<file path="src/rtl/setpoint_control.sv">
`default_nettype none
// +--------------------------------------------------------------------------+
// | Module   : setpoint_debounce / setpoint_control                          |
// | Brief    : Five-button operator setpoint controller with debounce,       |
// |            press/hold/auto-repeat sequencing and saturating x/y targets. |
// | Revision : 1.0 - initial release                                         |
// +--------------------------------------------------------------------------+

module setpoint_debounce #(
  parameter int DELAY = 1000000
) (
  input  logic clock,
  input  logic reset,
  input  logic raw,
  output logic clean
);

  localparam logic [19:0] c_LAST = 20'(DELAY - 1);

  logic        r_sync;
  logic        r_clean;
  logic [19:0] r_cnt;

  // Sample the raw pin, then let clean follow once the sample has been stable
  // and different from clean for DELAY consecutive cycles.
  always_ff @(posedge clock) begin
    if (reset) begin
      r_sync  <= raw;
      r_clean <= raw;
      r_cnt   <= '0;
    end else begin
      r_sync <= raw;
      if (r_sync == r_clean) begin
        r_cnt <= '0;
      end else if (r_cnt == c_LAST) begin
        r_clean <= r_sync;
        r_cnt   <= '0;
      end else begin
        r_cnt <= r_cnt + 20'd1;
      end
    end
  end

  assign clean = r_clean;

endmodule

module setpoint_control #(
  parameter int DEBOUNCE_DELAY = 1000000,
  parameter int HOLD_DELAY     = 50000000,
  parameter int REPEAT_PERIOD  = 10000000,
  parameter int STEP           = 4,
  parameter int X_MAX          = 1023,
  parameter int Y_MAX          = 767,
  parameter int CENTER_X       = 512,
  parameter int CENTER_Y       = 384
) (
  input  logic       clock,
  input  logic       reset,
  input  logic       btn_up,
  input  logic       btn_down,
  input  logic       btn_right,
  input  logic       btn_left,
  input  logic       btn_center,
  output logic [9:0] target_x,
  output logic [9:0] target_y,
  output logic       update,
  output logic       repeating
);

  // Button indices into the debounced vectors; lower index wins on ties.
  localparam logic [2:0] c_BTN_C = 3'd0;
  localparam logic [2:0] c_BTN_U = 3'd1;
  localparam logic [2:0] c_BTN_D = 3'd2;
  localparam logic [2:0] c_BTN_R = 3'd3;
  localparam logic [2:0] c_BTN_L = 3'd4;

  localparam logic [10:0] c_STEP      = 11'(STEP);
  localparam logic [9:0]  c_STEP10    = 10'(STEP);
  localparam logic [9:0]  c_XMAX      = 10'(X_MAX);
  localparam logic [9:0]  c_YMAX      = 10'(Y_MAX);
  localparam logic [9:0]  c_CX        = 10'(CENTER_X);
  localparam logic [9:0]  c_CY        = 10'(CENTER_Y);
  localparam logic [31:0] c_HOLD_LAST = 32'(HOLD_DELAY - 1);
  localparam logic [31:0] c_REP_LAST  = 32'(REPEAT_PERIOD - 1);

  typedef enum logic [1:0] {
    S_IDLE    = 2'd0,
    S_PRESSED = 2'd1,
    S_REPEAT  = 2'd2,
    S_HOLD    = 2'd3
  } state_t;

  logic [4:0]  w_raw;
  logic [4:0]  w_clean;
  logic [4:0]  w_press;
  logic [4:0]  r_prev;
  state_t      r_state;
  state_t      w_state_nxt;
  logic [2:0]  r_active;
  logic [2:0]  w_active_nxt;
  logic [2:0]  w_win;
  logic [31:0] r_cnt;
  logic [31:0] w_cnt_nxt;
  logic        w_do_step;
  logic [2:0]  w_step_btn;
  logic [9:0]  r_tx;
  logic [9:0]  r_ty;
  logic [9:0]  r_last_x;
  logic [9:0]  r_last_y;
  logic        r_update;

  // Saturating increment computed in 11 bits so the sum cannot wrap.
  function automatic logic [9:0] f_inc(input logic [9:0] v, input logic [9:0] mx);
    logic [10:0] s;
    s = {1'b0, v} + c_STEP;
    return (s > {1'b0, mx}) ? mx : s[9:0];
  endfunction

  // Decrement clamped at zero.
  function automatic logic [9:0] f_dec(input logic [9:0] v);
    return (v < c_STEP10) ? 10'd0 : (v - c_STEP10);
  endfunction

  assign w_raw = {btn_left, btn_right, btn_down, btn_up, btn_center};

  generate
    for (genvar gi = 0; gi < 5; gi++) begin : g_debounce
      setpoint_debounce #(
        .DELAY (DEBOUNCE_DELAY)
      ) u_debounce (
        .clock (clock),
        .reset (reset),
        .raw   (w_raw[gi]),
        .clean (w_clean[gi])
      );
    end
  endgenerate

  assign w_press = w_clean & ~r_prev;

  // Previous-clean history; reset to ones so buttons held through reset are ignored.
  always_ff @(posedge clock) begin
    if (reset) r_prev <= 5'h1F;
    else       r_prev <= w_clean;
  end

  // Priority pick among new presses: center > up > down > right > left.
  always_comb begin
    w_win = c_BTN_L;
    if (w_press[0])      w_win = c_BTN_C;
    else if (w_press[1]) w_win = c_BTN_U;
    else if (w_press[2]) w_win = c_BTN_D;
    else if (w_press[3]) w_win = c_BTN_R;
  end

  // FSM state, owner and hold/repeat counter registers.
  always_ff @(posedge clock) begin
    if (reset) begin
      r_state  <= S_IDLE;
      r_active <= c_BTN_C;
      r_cnt    <= '0;
    end else begin
      r_state  <= w_state_nxt;
      r_active <= w_active_nxt;
      r_cnt    <= w_cnt_nxt;
    end
  end

  // Next-state logic and step requests for the single owned button.
  always_comb begin
    w_state_nxt  = r_state;
    w_active_nxt = r_active;
    w_cnt_nxt    = r_cnt;
    w_do_step    = 1'b0;
    w_step_btn   = r_active;
    case (r_state)
      S_IDLE: begin
        if (|w_press) begin
          w_active_nxt = w_win;
          w_step_btn   = w_win;
          w_do_step    = 1'b1;
          w_cnt_nxt    = '0;
          w_state_nxt  = (w_win == c_BTN_C) ? S_HOLD : S_PRESSED;
        end
      end
      S_PRESSED: begin
        w_cnt_nxt = r_cnt + 32'd1;
        if (!w_clean[r_active]) begin
          w_state_nxt = S_IDLE;
          w_cnt_nxt   = '0;
        end else if (r_cnt == c_HOLD_LAST) begin
          w_do_step   = 1'b1;
          w_cnt_nxt   = '0;
          w_state_nxt = S_REPEAT;
        end
      end
      S_REPEAT: begin
        w_cnt_nxt = r_cnt + 32'd1;
        if (!w_clean[r_active]) begin
          w_state_nxt = S_IDLE;
          w_cnt_nxt   = '0;
        end else if (r_cnt == c_REP_LAST) begin
          w_do_step = 1'b1;
          w_cnt_nxt = '0;
        end
      end
      S_HOLD: begin
        if (!w_clean[c_BTN_C]) w_state_nxt = S_IDLE;
      end
      default: w_state_nxt = S_IDLE;
    endcase
  end

  // Setpoint register: apply the requested step with saturation.
  always_ff @(posedge clock) begin
    if (reset) begin
      r_tx <= c_CX;
      r_ty <= c_CY;
    end else if (w_do_step) begin
      case (w_step_btn)
        c_BTN_C: begin
          r_tx <= c_CX;
          r_ty <= c_CY;
        end
        c_BTN_U: r_ty <= f_inc(r_ty, c_YMAX);
        c_BTN_D: r_ty <= f_dec(r_ty);
        c_BTN_R: r_tx <= f_inc(r_tx, c_XMAX);
        c_BTN_L: r_tx <= f_dec(r_tx);
        default: ;
      endcase
    end
  end

  // Pulse update the cycle after the visible setpoint actually changed.
  always_ff @(posedge clock) begin
    if (reset) begin
      r_last_x <= c_CX;
      r_last_y <= c_CY;
      r_update <= 1'b0;
    end else begin
      r_last_x <= r_tx;
      r_last_y <= r_ty;
      r_update <= (r_tx != r_last_x) || (r_ty != r_last_y);
    end
  end

  assign target_x  = r_tx;
  assign target_y  = r_ty;
  assign update    = r_update;
  assign repeating = (r_state == S_REPEAT);

endmodule
`default_nettype wire
</file>
<file path="config.mk">
export PLATFORM = sky130hd
export DESIGN_NAME = setpoint_control
export DESIGN_NICKNAME = d
export VERILOG_FILES = /design/src/rtl/setpoint_control.sv
export SDC_FILE = /design/constraint.sdc
export NUM_CORES = 1
export LEC_CHECK = 0
export ABC_AREA = 1
export BUFFER_PORTS_ARGS = -buffer_cell sky130_fd_sc_hd__buf_2
export CORE_AREA = 10 10 176 178
export CTS_CLUSTER_DIAMETER = 200
export DETAILED_ROUTE_END_ITERATION = 7
export DIE_AREA = 0 0 186 188
export GPL_ROUTABILITY_DRIVEN = 0
export HOLD_SLACK_MARGIN = 0.06
export PLACE_DENSITY_LB_ADDON = 0.12
export SYNTH_ARGS = -nofsm -noshare
export SYNTH_HDL_FRONTEND = slang
export SYNTH_HIERARCHICAL = 1
export SYNTH_SLANG_ARGS = --single-unit
</file>
<file path="constraint.sdc">
create_clock -name clock -period 4.4 [get_ports clock]
set_input_delay 0.66 -clock clock [delete_from_list [all_inputs] [get_ports clock]]
set_output_delay 0.66 -clock clock [all_outputs]
set_load 0.03 [all_outputs]
</file>
==> impl_metrics.json <==
{
  "status": "finished clean",
  "ant_nets": 0,
  "start_util_pct": 39.4,
  "die_h_um": 188,
  "crit_fanout": 30,
  "overflow": 0,
  "power.leakage_nw": 4.20,
  "powerDensity_nw_per_um2": 400,
  "io_pins": 29,
  "cts-hold-fix-buffers": 0,
  "viasPerCell": 4.80,
  "synth_most_common_cell": "nand2_1",
  "vias": 9260,
  "synth_common_cells": "nand2_1 (398), nor2_1 (262), dfxtp_1 (184), inv_1 (143), nand3_1 (91)",
  "core_sq_um": 27500,
  "hpwlAfterDp_mm": 17.5,
  "synth_edf_count": 5,
  "grt_usage_pct": 13.9,
  "portBuffers": 28,
  "max_freq_mhz": 348,
  "synth_seq_area_share_pct": 35.5,
  "fin_skew_ns": 0.0182,
  "cts_tree": "yes",
  "grt_pass1_wl_mm": 41.2,
  "drcViolationCount": 0,
  "ys_types": 48,
  "synth_nets": 1577,
  "period_share_pct": 65.3,
  "clk_latency_ns": 0.44,
  "grt_antenna_before_repair": 0,
  "startpoint": "r_state[0]",
  "rr_startpoint": "r_state[0]",
  "hold-worst-slack_ns": 0.362,
  "cap_viol_max_count": 0,
  "hold_start": "btn_down",
  "grt_max_degree": 43,
  "ys.flop_type": "dfxtp_1",
  "rsz0062_at_grt": "false",
  "ys_seq_elements": 189,
  "setup.worst_path.end_class": "flip-flop",
  "syn_inst": 1552,
  "drive_gt1_share_pct": 13.3,
  "post-cts-setup-buffers": 0,
  "nets": 1596,
  "ys_async_sr_fraction_pct": 0,
  "dieArea_sq_um": 35000,
  "yosys.area.top_type_share_pct": 34.1,
  "areaGrowthSynthToFinish_pct": 8.94,
  "placed_area_sq_um": 11200,
  "grt_pass1_vias": 8971,
  "arrival_ns": 3.14,
  "yosysTopAreaCell": "dfxtp_1",
  "antenna_cells": 0,
  "root_buffer": "clkbuf_16",
  "wirelength_mm": 23.5,
  "worstSetupPathType": "flip-flop to flip-flop",
  "setup-tns-final_ns": 0,
  "dr.pass1.iters": 4,
  "fin_area_sq_um": 11800,
  "peakVddDrop_v": 0.000294,
  "n_fill_cell": 2894,
  "die_width_um": 186,
  "numCtsBuffers": 17,
  "dr.first_iter.drc_count": 537,
  "rows": 61,
  "ctsResizeCount": 0,
  "yosys-top-cells-area": "dfxtp_1 (34%), nand2_1 (14%), nor2_1 (9.1%)",
  "clk_pin_slew_ns": 0.08,
  "wl_per_cell_um": 12.2,
  "htree_levels": 4,
  "period_needed_ns": 2.87,
  "max-slew-margin-rel_pct": 26.7,
  "setup_violations": 0,
  "final_util_pct": 42.9,
  "drv_slew": 0,
  "cts.sinks": 189,
  "clk_path_buf_depth": 2,
  "worst_slew_pin_slew_ns": 1.10,
  "hold_viol_final": 0,
  "hold_class": "primary input to flip-flop",
  "start_kind": "flip-flop",
  "synth_warnings": 6,
  "syn_area_sq_um": 10800,
  "synth_area_per_cell_sq_um": 6.97,
  "required_ns": 4.67
}
[kinds of logic (layout without fill, tap and decap cells)]
logic type,Yosys count,count (layout),share of synthesized area (%)
compound gates,113,113,6.33
xor+xnor,79,79,6.40
fa+ha+maj,18,18,2.08
buf+inv,183,215,7.27
flops,189,189,35.5
mux,5,5,0.521
simple gates,965,965,42.0
[final timing paths]
| path | endpoint | slack (ns) | depth (start not counted) |
|---|---|---|---|
| setup / recovery | r_cnt[24] | 1.53 | 8 |
| setup reg to reg | r_cnt[24] | 1.53 | 8 |
| hold / removal | g_debounce[2].u_debounce/r_sync | 0.36 | 1 |
| hold reg to reg | g_debounce[4].u_debounce/r_cnt[0] | 0.46 | 1 |
[state kept, by name, indices dropped and copies added (netlist names)]
register,cells
g_debounce.u_debounce/r_cnt,100
r_cnt,32
r_last_x,9
r_last_y,9
target_x,9
target_y,9
g_debounce.u_debounce/clean,5
g_debounce.u_debounce/r_sync,5
r_prev,5
r_active,3
r_state,2
update,1
[cell usage in the layout (no fill, tap or decap), types with 7 or more instances in the layout]
cell,instances
nand2_1,398
nor2_1,262
dfxtp_1,184
inv_1,143
nand3_1,91
a21oi_1,50
xor2_1,40
nand4_1,39
xnor2_1,39
nor2_2,36
o21ai_0,30
buf_2,28
nand2_2,26
nor3_1,26
nor2_4,21
ha_1,18
clkbuf_16,17
inv_2,11
nand3b_1,11
nand2_4,11
or2_0,10
nand3_2,9
o21bai_1,9
a21oi_2,9
or2_2,7
nor4_1,7
[metrics by stage]
| step | setup WS [ns] | cells | power (mW) |
|---|---|---|---|
| 2_1_floorplan | 2.34 | 1552 | 2.94 |
| 3_3_place_gp | 1.53 | 1898 | 3.20 |
| 3_5_place_dp | 1.46 | 1898 | 3.20 |
| 4_1_cts | 1.46 | 1930 | 4.80 |
| 5_1_grt | 1.14 | 1930 | 5.03 |
| 6_report | 1.53 | 1930 | 4.71 |
[final cells by class]
class / count / area [sq um] / share of cell area (%)
Tap cell: 346 / 433 / 3.67
Timing Repair Buffer: 29 / 148 / 1.25
Clock inverter: 15 / 169 / 1.43
Multi-Input combinational cell: 1180 / 6190 / 52.6
Clock buffer: 17 / 425 / 3.61
Sequential cell: 189 / 3830 / 32.5
Inverter: 154 / 578 / 4.91
[report_power, final]
group / leakage [nW] / switching (mW) / internal (mW) / total [mW]
registers: 1.54 / 0.113 / 1.81 / 1.92
logic: 2.36 / 0.845 / 0.373 / 1.22
clock network: 0.296 / 0.758 / 0.815 / 1.57
[critical path, cell delays in order (launching register included)]
cell	delay, ns
dfxtp_1	0.39
inv_1	0.11
ha_1	0.35
nand3_1	0.18
nand2_2	0.19
inv_2	0.35
nand2_1	0.15
nand2_1	0.81
nor3_1	0.14
[layer usage]
layer | routed length, um | track usage, % | share of wire (%)
met5 | 0 | 0 | 0
met4 | 257 | 3.78 | 1.1
met2 | 11200 | 23.8 | 48
met1 | 11400 | 17.4 | 48
met3 | 645 | 2.65 | 2.7
No activity file was read; power rests on OpenSTA's default activity.
